File: src/rtl/dcache_fill_fsm_if.sv
// Bundle between the data-cache miss controller, the cache arrays and main memory.
// The controller takes the slave side; the cache/memory environment takes the master side.
interface dcache_fill_fsm_if #(
    parameter int ADDR_W      = 16,
    parameter int DATA_W      = 16,
    parameter int BLOCK_WORDS = 8
);
    localparam int OFF_W = $clog2(BLOCK_WORDS);

    logic              miss_detected;
    logic [ADDR_W-1:0] miss_address;
    logic              fsm_busy;
    logic              mem_read_en;
    logic [ADDR_W-1:0] memory_address;
    logic              memory_data_valid;
    logic [DATA_W-1:0] memory_data;
    logic              write_data_array;
    logic [OFF_W-1:0]  fill_word_offset;
    logic [DATA_W-1:0] fill_data;
    logic              write_tag_array;

    modport slave (
        input  miss_detected, miss_address, memory_data_valid, memory_data,
        output fsm_busy, mem_read_en, memory_address,
               write_data_array, fill_word_offset, fill_data, write_tag_array
    );

    modport master (
        output miss_detected, miss_address, memory_data_valid, memory_data,
        input  fsm_busy, mem_read_en, memory_address,
               write_data_array, fill_word_offset, fill_data, write_tag_array
    );
endinterface

File: src/rtl/dcache_fill_fsm.sv
// Data-cache miss controller: stalls the pipeline, streams one block in from
// pipelined main memory a word per request, and writes the data and tag arrays.
module dcache_fill_fsm #(
    parameter int ADDR_W      = 16,
    parameter int DATA_W      = 16,
    parameter int BLOCK_WORDS = 8
) (
    input  logic             clk,
    input  logic             rst_n,
    dcache_fill_fsm_if.slave bus
);
    localparam int OFF_W = $clog2(BLOCK_WORDS);
    // Byte-address bits covered by one block (word offset plus the byte-in-word bit).
    localparam logic [ADDR_W-1:0] OFF_MASK  = ADDR_W'((1 << (OFF_W + 1)) - 1);
    localparam logic [OFF_W-1:0]  LAST_WORD = OFF_W'(BLOCK_WORDS - 1);

    typedef enum logic {IDLE, FILL} state_t;

    state_t            state;
    logic [ADDR_W-1:0] base;
    logic [OFF_W:0]    req_cnt;
    logic [OFF_W-1:0]  rcv_cnt;
    logic              inFill;
    logic              reqActive;
    logic              rspActive;
    logic              lastRsp;

    always_comb begin
        // Gating with rst_n keeps every output quiet while reset is held.
        inFill    = rst_n && (state == FILL);
        reqActive = inFill && !req_cnt[OFF_W];
        rspActive = inFill && bus.memory_data_valid;
        lastRsp   = rspActive && (rcv_cnt == LAST_WORD);

        bus.fsm_busy         = rst_n && ((state == FILL) || bus.miss_detected);
        bus.mem_read_en      = reqActive;
        bus.memory_address   = reqActive ? (base + ADDR_W'({req_cnt[OFF_W-1:0], 1'b0}))
                                         : {ADDR_W{1'b0}};
        bus.write_data_array = rspActive;
        bus.fill_word_offset = rspActive ? rcv_cnt : {OFF_W{1'b0}};
        bus.fill_data        = rspActive ? bus.memory_data : {DATA_W{1'b0}};
        bus.write_tag_array  = lastRsp;
    end

    // base is not reset: it is only observed while in FILL, after a miss has loaded it.
    always_ff @(posedge clk) begin
        if (!rst_n) begin
            state   <= IDLE;
            req_cnt <= '0;
            rcv_cnt <= '0;
        end else begin
            case (state)
                IDLE: begin
                    if (bus.miss_detected) begin
                        base    <= bus.miss_address & ~OFF_MASK;
                        req_cnt <= '0;
                        rcv_cnt <= '0;
                        state   <= FILL;
                    end
                end
                FILL: begin
                    if (reqActive) req_cnt <= req_cnt + 1'b1;
                    if (rspActive) rcv_cnt <= rcv_cnt + 1'b1;
                    if (lastRsp)   state   <= IDLE;
                end
                default: state <= IDLE;
            endcase
        end
    end
endmodule

File: src/flat_wrapper.sv
// flat-port wrapper written by rule: the top's interface ports become plain ports
module dcache_fill_fsm_flat 
#(
    parameter int ADDR_W      = 16,
    parameter int DATA_W      = 16,
    parameter int BLOCK_WORDS = 8
)
  (clk, rst_n, bus_miss_detected, bus_miss_address, bus_memory_data_valid, bus_memory_data, bus_fsm_busy, bus_mem_read_en, bus_memory_address, bus_write_data_array, bus_fill_word_offset, bus_fill_data, bus_write_tag_array);
  dcache_fill_fsm_if #(.ADDR_W(ADDR_W), .DATA_W(DATA_W), .BLOCK_WORDS(BLOCK_WORDS)) bus_i ();
  input  logic clk;
  input  logic rst_n;
  input wire logic [$bits(bus_i.miss_detected)-1:0] bus_miss_detected;
  input wire logic [$bits(bus_i.miss_address)-1:0] bus_miss_address;
  input wire logic [$bits(bus_i.memory_data_valid)-1:0] bus_memory_data_valid;
  input wire logic [$bits(bus_i.memory_data)-1:0] bus_memory_data;
  output wire logic [$bits(bus_i.fsm_busy)-1:0] bus_fsm_busy;
  output wire logic [$bits(bus_i.mem_read_en)-1:0] bus_mem_read_en;
  output wire logic [$bits(bus_i.memory_address)-1:0] bus_memory_address;
  output wire logic [$bits(bus_i.write_data_array)-1:0] bus_write_data_array;
  output wire logic [$bits(bus_i.fill_word_offset)-1:0] bus_fill_word_offset;
  output wire logic [$bits(bus_i.fill_data)-1:0] bus_fill_data;
  output wire logic [$bits(bus_i.write_tag_array)-1:0] bus_write_tag_array;
  assign bus_i.miss_detected = bus_miss_detected;
  assign bus_i.miss_address = bus_miss_address;
  assign bus_i.memory_data_valid = bus_memory_data_valid;
  assign bus_i.memory_data = bus_memory_data;
  assign bus_fsm_busy = bus_i.fsm_busy;
  assign bus_mem_read_en = bus_i.mem_read_en;
  assign bus_memory_address = bus_i.memory_address;
  assign bus_write_data_array = bus_i.write_data_array;
  assign bus_fill_word_offset = bus_i.fill_word_offset;
  assign bus_fill_data = bus_i.fill_data;
  assign bus_write_tag_array = bus_i.write_tag_array;
  dcache_fill_fsm #(.ADDR_W(ADDR_W), .DATA_W(DATA_W), .BLOCK_WORDS(BLOCK_WORDS)) u_core (.clk(clk), .rst_n(rst_n), .bus(bus_i));
endmodule
File: config.mk
export PLATFORM = sky130hd
export DESIGN_NAME = dcache_fill_fsm_flat
export DESIGN_NICKNAME = d
export VERILOG_FILES = /design/src/rtl/dcache_fill_fsm_if.sv /design/src/rtl/dcache_fill_fsm.sv /design/src/flat_wrapper.sv
export SDC_FILE = /design/constraint.sdc
export NUM_CORES = 1
export LEC_CHECK = 0
export BUFFER_PORTS_ARGS = -buffer_cell sky130_fd_sc_hd__buf_2
export CORE_MARGIN = 8
export CORE_UTILIZATION = 42
export DETAILED_ROUTE_END_ITERATION = 10
export GPL_TIMING_DRIVEN = 0
export PLACE_DENSITY = 0.83
export SYNTH_ARGS = -nofsm -noshare
export SYNTH_HDL_FRONTEND = slang
export SYNTH_SLANG_ARGS = --single-unit
File: constraint.sdc
create_clock -name clk -period 2.4 [get_ports clk]
set_input_delay 0.12 -clock clk [delete_from_list [all_inputs] [get_ports clk]]
set_output_delay 0.12 -clock clk [all_outputs]
set_load 0.05 [all_outputs]
==> Yosys cells after proc, flatten, opt, wreduce, memory -nomap -nowiden <==
Cells that the tools add are included.
{ "word_totals": {"ff_bits": 20, "latch_bits": 0, "ramBits": 0, "mem_bits_ro": 0, "out_inout_bits": 39, "word_cells": 34, "n_memories": 0} }
{ "classes": {"add_sub_neg": 3, "mul": 0, "n_div": 0, "n_lt_le_gt_ge": 0, "n_eq_ne": 4, "shifts": 0, "n_mux": 12, "bitwise_logic": 1, "n_reduce_logical": 10} }
{ "op_table": {"columns": ["op", "n"], "rows": [
  ["two-way mux 16 bit", 2],
  ["adder 16 x 4 -> 16 bit", 1],
  ["two-way mux 3 bit", 3],
  ["two-way mux 4 bit", 2],
  ["case mux 4 bit (2 select lines)", 1],
  ["!= test 2 bit (second input constant)", 3],
  ["case mux 3 bit (2 select lines)", 1],
  ["logical AND 1 bit", 5],
  ["adder 4 x 1 -> 4 bit (second input constant)", 1],
  ["AND reduction 2 bit", 2],
  ["adder 3 x 1 -> 3 bit (second input constant)", 1],
  ["== test 3 bit (second input constant)", 1],
  ["AND reduction 3 bit", 1],
  ["two-way mux 1 bit", 2],
  ["case mux 1 bit (2 select lines)", 1],
  ["logical NOT 1 bit", 1],
  ["logical OR 1 bit", 1],
  ["NOT 1 bit", 1]
]} }

==> Depth between registers and ports, before layout <==
{ "logic_depth": {"ltp_word": 5, "ltp_mapped": 4, "ltp_nobuf": 4} }

==> Worst setup path after synthesis <==
Ideal clock, no wire load.
{ "synth_path": {"kind": "register -> output", "startpoint": "register u_core.state", "endpoint": "output bus_fill_data[10]", "arrival_time_ps": 1275, "required_ps": 2280, "setup_slack_ps": 1005, "path_stages_with_launch": 4, "path_buffers": 1, "cell_sequence": "dfxtp_1 and3_1 buf_2 and2_1"} }
{ "synth_between": {"elab_chain_cells": 3} }
{ "synth_rtl": {"columns": ["item", "line_no", "source"], "rows": [
  ["start, declared", "dcache_fill_fsm.sv:19", "state_t state;"],
  ["start signal, assigned", "dcache_fill_fsm.sv:48", "state <= IDLE;"],
  ["start signal, assigned", "dcache_fill_fsm.sv:58", "state <= FILL;"],
  ["start signal, assigned", "dcache_fill_fsm.sv:64", "if (lastRsp) state <= IDLE;"],
  ["logical AND 1 bit", "dcache_fill_fsm.sv:30", "inFill = rst_n && (state == FILL);"],
  ["logical AND 1 bit", "dcache_fill_fsm.sv:32", "rspActive = inFill && bus.memory_data_valid;"],
  ["named net bus_write_data_array", "flat_wrapper.sv:19", "output wire logic [$bits(bus_i.write_data_array)-1:0] bus_write_data_array;"],
  ["two-way mux 16 bit", "dcache_fill_fsm.sv:41", "bus.fill_data = rspActive ? bus.memory_data : {DATA_W{1'b0}};"],
  ["end, declared", "flat_wrapper.sv:21", "output wire logic [$bits(bus_i.fill_data)-1:0] bus_fill_data;"]
]} }
The timed path passes the listed nets, and every way through them passes these cells.

==> Worst setup path after layout <==
{ "layout_path": {"startpoint": "register u_core.state", "endpoint": "output bus_memory_address[7]"} }
{ "layout_between": {"elab_chain_cells": 3} }
{ "layout_rtl": {"columns": ["item", "line_no", "source"], "rows": [
  ["logical AND 1 bit", "dcache_fill_fsm.sv:30", null],
  ["logical AND 1 bit", "dcache_fill_fsm.sv:31", "reqActive = inFill && !req_cnt[OFF_W];"],
  ["two-way mux 16 bit", "dcache_fill_fsm.sv:37", "bus.memory_address = reqActive ? (base + ADDR_W'({req_cnt[OFF_W-1:0], 1'b0}))"],
  ["end, declared", "flat_wrapper.sv:18", "output wire logic [$bits(bus_i.memory_address)-1:0] bus_memory_address;"]
]} }
Every way passes these cells.

==> run summary <==
Max Clk Rate - 0.564 GHz
status - finished, final reports clean
layout cells sized above 1 - 0.439
drt drc - 0
final WL - 3.04 mm
CP Capture Type - primary output
Synth area leader - edfxtp_1
Synth top area share - 0.357
Reg-to-Reg Start - u_core.state
Synth area leaders - edfxtp_1 36%, dfxtp_1 16%, and2_1 14%, and3_1 9.9%, ha_1 3.7%
clk_skew - 6.03 ps
initial antenna violation count - 0
later-pin clock latency in the skew report - 290 ps
Worst Reg-to-Reg Cells - 3
Max clock buf depth - 2
Final Hold Viols - 0
die extent in x - 65 µm
Post-Syn Area - 1010 µm²
vias in the first global route - 1,040
Synth warnings - 0
pin count of the biggest net entering global routing - 13
post-cts resize count - 0
r2r setup slk - 930 ps
CP Launch Type - flop
Final HPWL DP - 2.19 mm
Worst Path Max Fanout - 10
Data required, critical path - 2280 ps
Clock transition at path regs - 110 ps
Unique masters post-synth - 28
placed cells - 193
CORE AREA - 2230 µm²
reg-to-reg critical path endpoint - u_core.base[5]
worst hold-check path type - in -> reg
setup_tns - 0 ps
unrepaired setup endpoints after global routing - false
effective utilization at floorplan - 0.452
Max Cap Viol - 0
die area - 4230 µm²
post-route cell area - 1530 µm²
Rows - 17
Synth Register Bits - 20
pre-CTS WS - 949 ps
non-filler cells, final - 208
grt total ovfl - 0
Sequential cell area - 520 µm²
Cell Pwr Density - 456 nW/µm²
worst hold stages - 3
Post-Synthesis Cells - 96
CP max-delay cell - dfxtp_1
Final Setup Violations - 0
Nets - 221
post-detailed-route count of antenna-violating nets - 0
H-tree depth - 1
share of flip-flops with an asynchronous set or reset - 0
# IOs - 75
fillcell total - 164
worst hold margin - 142 ps
WHS Endpoint - u_core.rcv_cnt[0]
Area Growth Syn to Fin - 51.9%
Starting DRT DRC Count - 11
worst setup margin - 626 ps
Buffers on Ports - 69
clock sinks - 20
Synth Area per Inst - 10.5 µm²
CTS tree - built
Post-synth EDFFs - 12
VDD IR max - 468 µV
Antenna Cells - 0
top post-synthesis cells by count - 22 x and2_1, 16 x and3_1, 12 x edfxtp_1
Final Max Slew Viols - 0
GRT Overall Usage - 0.134
Placer Congestion - 0.767
Worst Tran Pin Value - 512 ps
clock root buffer - clkbuf_4
routed via count - 1,014
slowest stage delay, CP - 360 ps
fin crit share - 0.739
top-count cell post-synth - and2_1
Final Core Density - 0.686
top_reg_cell synth - edfxtp_1
worst-path cell chain - nor2b_4 -> clkbuf_1 -> and3_1 -> buf_2
P_leak - 0.829 nW
multi-input logic area - 452 µm²
cts bufs inserted - 3
Mapped Nets - 135
Seq/Total Area, Yosys - 0.516
total power - 0.698 mW
post-layout min period - 1770 ps
first-pass GRT wire length - 4.59 mm
drt pass-1 iters - 3
relative slew slack - 0.659
Vias/cell - 4.88
min-delay src - bus_memory_data_valid
die height - 65 µm
Cell Area, Placed - 1390 µm²
WL/cell - 14.6 µm
crit path kind - reg -> out
WP data arrival - 1650 ps
## area by class of cell
| type | instances | share of cell area |
|---|---|---|
| Multi-Input combinational cell | 69 | 0.295 |
| Sequential cell | 20 | 0.340 |
| Buffer | 6 | 0.0212 |
| Tap cell | 28 | 0.0229 |
| Inverter | 1 | 0.00245 |
| Clock buffer | 3 | 0.0147 |
| Timing Repair Buffer | 81 | 0.304 |
## cell families after synthesis
kind of cell             count (synthesis)  share of synthesized area
adder cells (fa/ha/maj)                  3                     0.0372
other                                    1                    0.00372
AND/OR/NAND/NOR                         55                      0.340
flip-flops                              20                      0.516
multiplexers                             1                    0.00993
buffers and inverters                    7                     0.0360
AO/OA/AOI/OAI                            9                     0.0571
## worst max-delay path: cells and delay by family, from the launching register on
family                 cells  cell delay [ps]
buffers and inverters      2              560
DFF                        1              360
and+or+nand+nor            2              440
## power breakdown
group | switching [mW] | internal (mW) | total (mW)
combinational | 0.104 | 0.0603 | 0.165
clock | 0.0928 | 0.0583 | 0.151
sequential | 0.00542 | 0.377 | 0.382
total | 0.203 | 0.495 | 0.698
## state kept, by name, indices dropped and copies added (netlist names)
name            count
u_core.state        1
u_core.base        12
u_core.rcv_cnt      3
u_core.req_cnt      4
## per-layer routing
layer | wire, µm | track usage
met5 | 0 | 0
met4 | 29 | 0.0436
met3 | 550 | 0.0962
met2 | 1290 | 0.226
met1 | 1170 | 0.125
## worst max path at each step
stage | start | to | slack, ps | cells past startpoint
finish | u_core.state | bus_memory_address[7] | 630 | 4
global route | u_core.state | bus_memory_address[5] | 510 | 4
CTS | u_core.state | bus_memory_address[8] | 630 | 4
detailed placement | u_core.state | u_core.base[5] | 950 | 3
global placement | u_core.state | u_core.base[13] | 960 | 3
floorplan | u_core.state | bus_fill_data[10] | 1000 | 3
## placed cells by master, fill, tap and decap left out, drive strengths merged
cell | Yosys | layout
nor2b | 2 | 2
clkbuf | 3 | 6
a41oi | 1 | 1
nand3b | 1 | 1
buf | 3 | 72
mux2i | 1 | 1
and2 | 23 | 23
nand2 | 3 | 3
o21ai | 2 | 2
ha | 3 | 3
dfxtp | 8 | 8
a31oi | 1 | 1
conb | 1 | 1
or3b | 1 | 1
nor3 | 2 | 2
dlygate4sd3 | 0 | 12
nand2b | 2 | 2
and3 | 16 | 16
a21oi | 3 | 3
nor2 | 4 | 4
clkinv | 1 | 1
nand3 | 1 | 1
edfxtp | 12 | 12
a32oi | 2 | 2
## timing repair
action,4_1_cts,5_1_grt
hold buffers,11,1
endpoints found under the hold margin,11,1
endpoints found under the setup margin,0,0
buffers inserted,0,0
(Power assumes the default switching activity.)
